$ cat src/rtl/aes_ctr_stream.sv
// aes_ctr_stream: CTR-mode block stream around an external AES engine, one block in flight.
module aes_ctr_stream #(
  parameter int NB = 4,
  parameter int NK = 4,
  parameter int CTR_W = 32,
  localparam int BW = 32 * NB,
  localparam int NW = BW - CTR_W,
  localparam int KW = 32 * NK
) (
  input  logic             clk,
  input  logic             rst,
  input  logic             start,
  input  logic [CTR_W-1:0] ctr_init,
  input  logic [NW-1:0]    nonce,
  input  logic [KW-1:0]    key,
  input  logic             in_valid,
  output logic             in_ready,
  input  logic [BW-1:0]    in_data,
  input  logic             in_last,
  output logic             out_valid,
  input  logic             out_ready,
  output logic [BW-1:0]    out_data,
  output logic             out_last,
  output logic             eng_start,
  output logic [KW-1:0]    eng_key,
  output logic [BW-1:0]    eng_in,
  input  logic [BW-1:0]    eng_out,
  input  logic             eng_ready,
  output logic             busy,
  output logic             ctr_wrap
);
  typedef enum logic [1:0] {IDLE, ARMED, CRYPT, EMIT} state_t;
  state_t state_q, state_d;
  logic [KW-1:0] key_q;
  logic [NW-1:0] nonce_q;
  logic [CTR_W-1:0] ctr_q;
  logic [BW-1:0] data_q, eng_in_q, out_data_q;
  logic last_q, out_last_q, out_valid_q, eng_start_q, ctr_wrap_q;
  logic arm, xfer, done, emit_hs;
  always_ff @(posedge clk) begin
    if (rst) state_q <= IDLE;
    else state_q <= state_d;
  end
  always_comb begin
    state_d = state_q;
    unique case (state_q)
      IDLE:    if (start) state_d = ARMED;
      ARMED:   if (in_valid) state_d = CRYPT;
      CRYPT:   if (eng_ready) state_d = EMIT;
      EMIT:    if (out_ready) state_d = (out_last_q || &ctr_q) ? IDLE : ARMED;
      default: state_d = IDLE;
    endcase
  end
  always_comb begin
    in_ready = state_q == ARMED;
    busy = state_q != IDLE;
    arm = state_q == IDLE && start;
    xfer = in_ready && in_valid;
    done = state_q == CRYPT && eng_ready;
    emit_hs = state_q == EMIT && out_ready;
  end
  // A non-last handshake at an all-ones counter aborts the session and flags the wrap.
  always_ff @(posedge clk) begin
    if (rst) begin
      key_q <= '0;
      nonce_q <= '0;
      ctr_q <= '0;
      data_q <= '0;
      last_q <= 1'b0;
      eng_in_q <= '0;
      eng_start_q <= 1'b0;
      out_data_q <= '0;
      out_last_q <= 1'b0;
      out_valid_q <= 1'b0;
      ctr_wrap_q <= 1'b0;
    end else begin
      eng_start_q <= xfer;
      if (arm) begin
        key_q <= key;
        nonce_q <= nonce;
        ctr_q <= ctr_init;
        ctr_wrap_q <= 1'b0;
      end
      if (xfer) begin
        data_q <= in_data;
        last_q <= in_last;
        eng_in_q <= {nonce_q, ctr_q};
      end
      if (done) begin
        out_data_q <= eng_out ^ data_q;
        out_last_q <= last_q;
        out_valid_q <= 1'b1;
      end
      if (emit_hs) begin
        out_valid_q <= 1'b0;
        if (!out_last_q) begin
          ctr_q <= ctr_q + 1'b1;
          if (&ctr_q) ctr_wrap_q <= 1'b1;
        end
      end
    end
  end
  assign out_valid = out_valid_q;
  assign out_data = out_data_q;
  assign out_last = out_last_q;
  assign eng_start = eng_start_q;
  assign eng_key = key_q;
  assign eng_in = eng_in_q;
  assign ctr_wrap = ctr_wrap_q;
endmodule

$ cat config.mk
export PLATFORM = sky130hd
export DESIGN_NAME = aes_ctr_stream
export DESIGN_NICKNAME = d
export VERILOG_FILES = /design/src/rtl/aes_ctr_stream.sv
export SDC_FILE = /design/constraint.sdc
export NUM_CORES = 1
export LEC_CHECK = 0
export CAP_MARGIN = 10
export CORE_AREA = 2 2 356 358
export DETAILED_ROUTE_END_ITERATION = 8
export DIE_AREA = 0 0 358 360
export SLEW_MARGIN = 20
export SYNTH_ARGS = -nofsm -noshare
export SYNTH_HDL_FRONTEND = slang
export SYNTH_SLANG_ARGS = --single-unit
$ cat constraint.sdc
create_clock -name clk -period 2.35 [get_ports clk]
set_clock_uncertainty 0.1 [all_clocks]
set_input_delay 0.5875 -clock clk [delete_from_list [all_inputs] [get_ports clk]]
set_output_delay 0.5875 -clock clk [all_outputs]
set_load 0.1 [all_outputs]
Word-level counts from Yosys, hierarchy flattened
Cells that the tools add are included.
{ "word_totals": {"out_inout_bits": 390, "input_bits": 519, "elab_cells": 44, "reg_bits": 647} }
{ "classes": {"n_reduce_logical": 10, "n_addsub": 1, "bitwise_logic": 1, "eq_ne": 7, "muxes": 13} }
{ "ops": {"columns": ["op", "n"], "rows": [
  ["128-bit XOR", 1],
  ["32-bit two-way mux", 3],
  ["32-bit by 1-bit adder with 32-bit output (second input constant)", 1],
  ["32-bit AND reduction", 1],
  ["2-bit two-way mux", 4],
  ["2-bit != test (second input constant)", 4],
  ["2-bit one-hot mux with 4 select lines", 1],
  ["1-bit two-way mux", 5],
  ["2-bit equality test (second input constant)", 2],
  ["1-bit logical AND", 4],
  ["4-bit AND reduction", 1],
  ["2-bit by 1-bit equality test with 1-bit output (second input constant)", 1],
  ["2-bit zero test", 1],
  ["2-bit nonzero test", 1],
  ["2-bit OR reduction", 1],
  ["1-bit logical OR", 1]
]} }

Longest topological paths before layout
{ "logic_depth": {"word_depth": 6, "depth_mapped": 8, "depth_no_buf": 7} }

Worst setup path before layout
OpenSTA, ideal clock, no wires.
{ "synth_path": {"kind": "reg-to-reg", "from": "register state_q[1]", "to": "register data_q[100]", "t_required_ps": 2180, "synth_period_minus_slack_ps": 2545, "path_slack_ps": -195, "setup_time_ps": 70, "stages_incl_launch_ff": 9, "t_arrival_ps": 2374, "n_path_buf": 3, "cell_sequence": "dfxtp_1 -> inv_1 -> ha_1 -> and2_1 -> clkbuf_1 -> clkbuf_1 -> buf_1 -> nand2_1 -> a21oi_1"} }
{ "synth_via": {"elab_chain_len": 2} }
{ "synth_rtl": {"columns": ["item", "line_no", "text"], "rows": [
  ["from (decl)", "33", "state_t state_q, state_d;"],
  ["from (signal assigned)", "42", "else state_q <= state_d;"],
  ["2-bit by 1-bit equality test with 1-bit output", "55", "in_ready = state_q == ARMED;"],
  ["via in_ready", "17", "output logic in_ready,"],
  ["1-bit logical AND", "58", "xfer = in_ready && in_valid;"],
  ["to (signal assigned)", "85", "data_q <= in_data;"],
  ["to (decl)", "37", "logic [BW-1:0] data_q, eng_in_q, out_data_q;"]
]} }
The timed path passes the listed nets, and every way through them passes these cells.
A chain may end at the register's enable or synchronous reset.

Final worst setup path
{ "layout_path": {"from": "register state_q[1]", "to": "output busy"} }
{ "layout_via": {"elab_chain_len": 1} }
{ "layout_rtl": {"columns": ["item", "line_no", "text"], "rows": [
  ["2-bit nonzero test", "56", "busy = state_q != IDLE;"],
  ["to (decl)", "29", "output logic busy,"]
]} }
No other way between the ends.

==> implementation parameters <==
Parameter                              Value

Status
  Outcome    completed

Min path
  Worst hold path endpoint    nonce_q[71]
  Hold path startpoint    rst
  Worst Hold Class    input port to flop
  Hold depth    2

Clock network
  Buffer type at the clock tree root    clkbuf_16
  Clock slew seen by the registers of the worst setup and hold paths    ~60 ps
  Number of buffers inserted by hold repair at cts    0
  Number of levels in the clock H-tree    3
  Max Buffers Root-to-Sink    3
  Latest clock arrival within the worst-skew pair    approximately 670 ps
  Inserted Clock Buffers    77
  Clock Sinks    around 650
  TritonCTS clock tree    done

Timing
  Max Slew Vio Count    0
  Final worst setup slack    between 90 and 100 ps
  Max Clock Freq    about 440 MHz
  Pin slew with the least headroom to its limit    ~540 ps
  Total count of hold-check failures in the final report    0
  Final critical delay including setup and external delays    about 2300 ps
  Unrepaired setup endpoints after global routing    yes
  Worst hold slack    about 220 ps
  Remaining max-slew budget at the tightest pin    0.636
  Setup Viol. Count Final    0
  Final Cycle Share    0.959
  Accumulated negative setup slack    0 ps

Yosys
  Ys async rst share    0
  Most used flip-flop cell after synthesis    dfxtp_1
  Area of the mapped netlist    about 24,000 sq um
  Post-synthesis cell count    about 3,000
  Yosys warnings    0
  Count of flip-flops with a built-in enable after synthesis    0
  #FFs+latches synth    between 600 and 700
  Fraction of the yosys area taken by sequential cells    0.542
  Synthesized net count    about 3,500
  Unique masters post-synth    56
  Per-instance average area after synthesis    roughly 8.1 sq um

Floorplan
  Core Footprint    125,000 sq um
  Die width    between 300 and 400 um
  Total die area    between 100,000 and 150,000 sq um
  Top-Level Pins    around 910
  Starting density of the core    0.191
  Die boundary height    between 300 and 400 um
  Row cnt    130

Finish
  Synth-to-layout area growth    57.1%
  Nets    around 4,400
  Fraction of layout cells with a size suffix above 1    0.169
  Post-route cell area    roughly 38,000 sq um
  Most frequent cells in the layout    nand2_1, dfxtp_1, clkdlybuf4s50_1
  Most common cell after layout, fill and taps aside    nand2_1
  Non-filler instance count after layout    about 5,500

Global route
  Met2 routing resource usage after global routing    0.237
  Vias in the first global route    21,800
  Pin count of the biggest net entering global routing    between 80 and 90
  Met1 Track Usage GR    0.189
  Total track usage    0.151
  Residual overflow from global routing    0
  Most Crowded Layer GR    met2
  First-pass GRT wire length    145 mm
  Antenna violations before repair    21
  Global Route met3 Usage    0.0598

Worst setup path
  R2R cell count    6
  Crit-path leading delay family    buffers and inverters
  Launch instance of the worst register-to-register path    ctr_q[1]
  Critical-path maximum fanout    3
  Crit path capture type    primary output
  Crit path DAT    between 1500 and 2000 ps
  Critical path start-end classification    flop to primary output
  R2r setup slk    roughly 270 ps
  End of the worst register-to-register path    ctr_q[22]
  Req. time, crit path    approximately 1700 ps
  Largest stage delay on the critical path    350 ps
  Worst path cell trace    inv_4, ha_4, clkinvlp_4, buf_12
  Slowest cell on the critical path    dfxtp_4
  Startpoint types    flop
  Buffer and inverter count on the worst path    3

Power
  Total power density per cell area    between 1000 and 1500 nW/um^2
  LEAKAGE    between 10 and 15 nW
  Maximum VDD drop    ~730 uV

Drt
  Number of antenna-violating nets in the routed design    0
  Number of detailed-route iterations in the first pass    5
  Total wire length after detailed routing    102 mm
  Average via count per standard cell    ~4.2
  Number of vias after detailed routing    23,200
  Post-detailed-route wirelength per cell    18.4 um
  Post-route DRC violation count    0
  DRC marker count from the first detailed-route iteration    1,629

Run
  Max_cap viols    0

Placement
  Cell Area, Placed    approximately 35,000 sq um
  RD Place Congestion    roughly 0.86
  Detailed-placement wirelength estimate    between 70 and 80 mm
  Worst slack, placed    -61.7 ps
  Port buffer count    908
  Number of placed cells counting well taps    around 5,400
## worst max path at each step
stage | start | slack [ps] | depth (start not counted) | end
3_5_place_dp | start | -60 | 5 | ctr_q[24]
4_1_cts | state_q[1] | -30 | 4 | busy
3_3_place_gp | start | -40 | 5 | ctr_q[24]
2_1_floorplan | state_q[0] | 130 | 7 | state_q[0]
6_report | state_q[1] | 100 | 4 | busy
5_1_grt | state_q[1] | -10 | 4 | busy
## metrics by stage
stage               power, mW   util
detailed placement       31.8  0.279
CTS                      44.1  0.300
finish                   43.6  0.300
global placement         31.6  0.279
global route             45.6  0.300
floorplan                25.9      -
## what timing repair did
item | 4_1_cts | 5_1_grt
pin swaps | 1 | 0
endpoints found under the setup margin | 2 | 1
buffers inserted | 5 | 0
gates resized for setup | 10 | 0
hold endpoints to repair | 0 | 0
## registers in the layout (all words and copies together), names as in the netlist, 2 cells and up
| signal | count |
|---|---|
| state_q | 2 |
| ctr_q | 32 |
| eng_in | 128 |
| nonce_q | 96 |
| data_q | 128 |
| eng_key | 128 |
| out_data | 128 |
## layer usage
layer	wire [um]	part of all wire
met5	138	0.0014
met4	2380	0.023
met3	9390	0.092
met2	46300	0.45
met1	44000	0.43
## worst reg2reg max path: cells and delay by family (launching register included)
family | cells | cell delay, ps
AOI/OAI and AO/OA | 2 | 450
adders and majority gates | 1 | 260
DFF | 1 | 400
and+or+nand+nor | 3 | 800
## power by group
part	internal, mW	total [mW]	switching [mW]
clock	7.08	12.1	5.03
sequential	12.8	14.0	1.22
combinational	4.87	17.5	12.6
total	24.7	43.6	18.9
## final cells by class
class / instances / area [sq um]
Tap cell: 1650 / 2060
Sequential cell: 647 / 13000
Multi-Input combinational cell: 2062 / 10100
Inverter: 10 / 46.3
Clock buffer: 105 / 2170
Timing Repair Buffer: 1028 / 9780
Fill cell: 13300 / 87400
Clock inverter: 31 / 377
Antenna cell: 10 / 25.0
## cell usage after synthesis (all sizes together), types with 2 or more instances
cell type / instances / area (sq um)
a31oi: 5 / 31.3
dfxtp: 647 / 13000
a311oi: 4 / 35.0
nor3: 6 / 52.6
a221oi: 6 / 52.6
mux2i: 8 / 80.1
ha: 6 / 75.1
buf: 27 / 113
nand3: 16 / 85.1
nor2: 156 / 588
and3: 7 / 48.8
o21ai: 13 / 65.1
xor2: 4 / 35.0
and4: 4 / 37.5
nand2b: 3 / 18.8
xnor2: 131 / 1150
and2: 6 / 40.0
o22ai: 4 / 25.0
inv: 10 / 37.5
nand4: 14 / 93.8
or2: 2 / 12.5
clkbuf: 193 / 729
a211oi: 134 / 1010
nor4: 5 / 46.3
nand2: 1008 / 3780
a21oi: 496 / 2480
nor2b: 2 / 12.5
mux2: 3 / 33.8
a32oi: 3 / 26.3
## cells by family (layout without fill, tap and decap cells)
group,Yosys count,in the layout,synth area share
XOR/XNOR,135,135,0.0495
AO/OA/AOI/OAI,676,676,0.160
buffers and inverters,230,1174,0.0368
other,0,10,0
multiplexers,11,11,0.00477
adder cells (fa/ha/maj),6,6,0.00314
flip-flops,647,647,0.542
AND/OR/NAND/NOR,1234,1234,0.204
(Power assumes the default switching activity.)
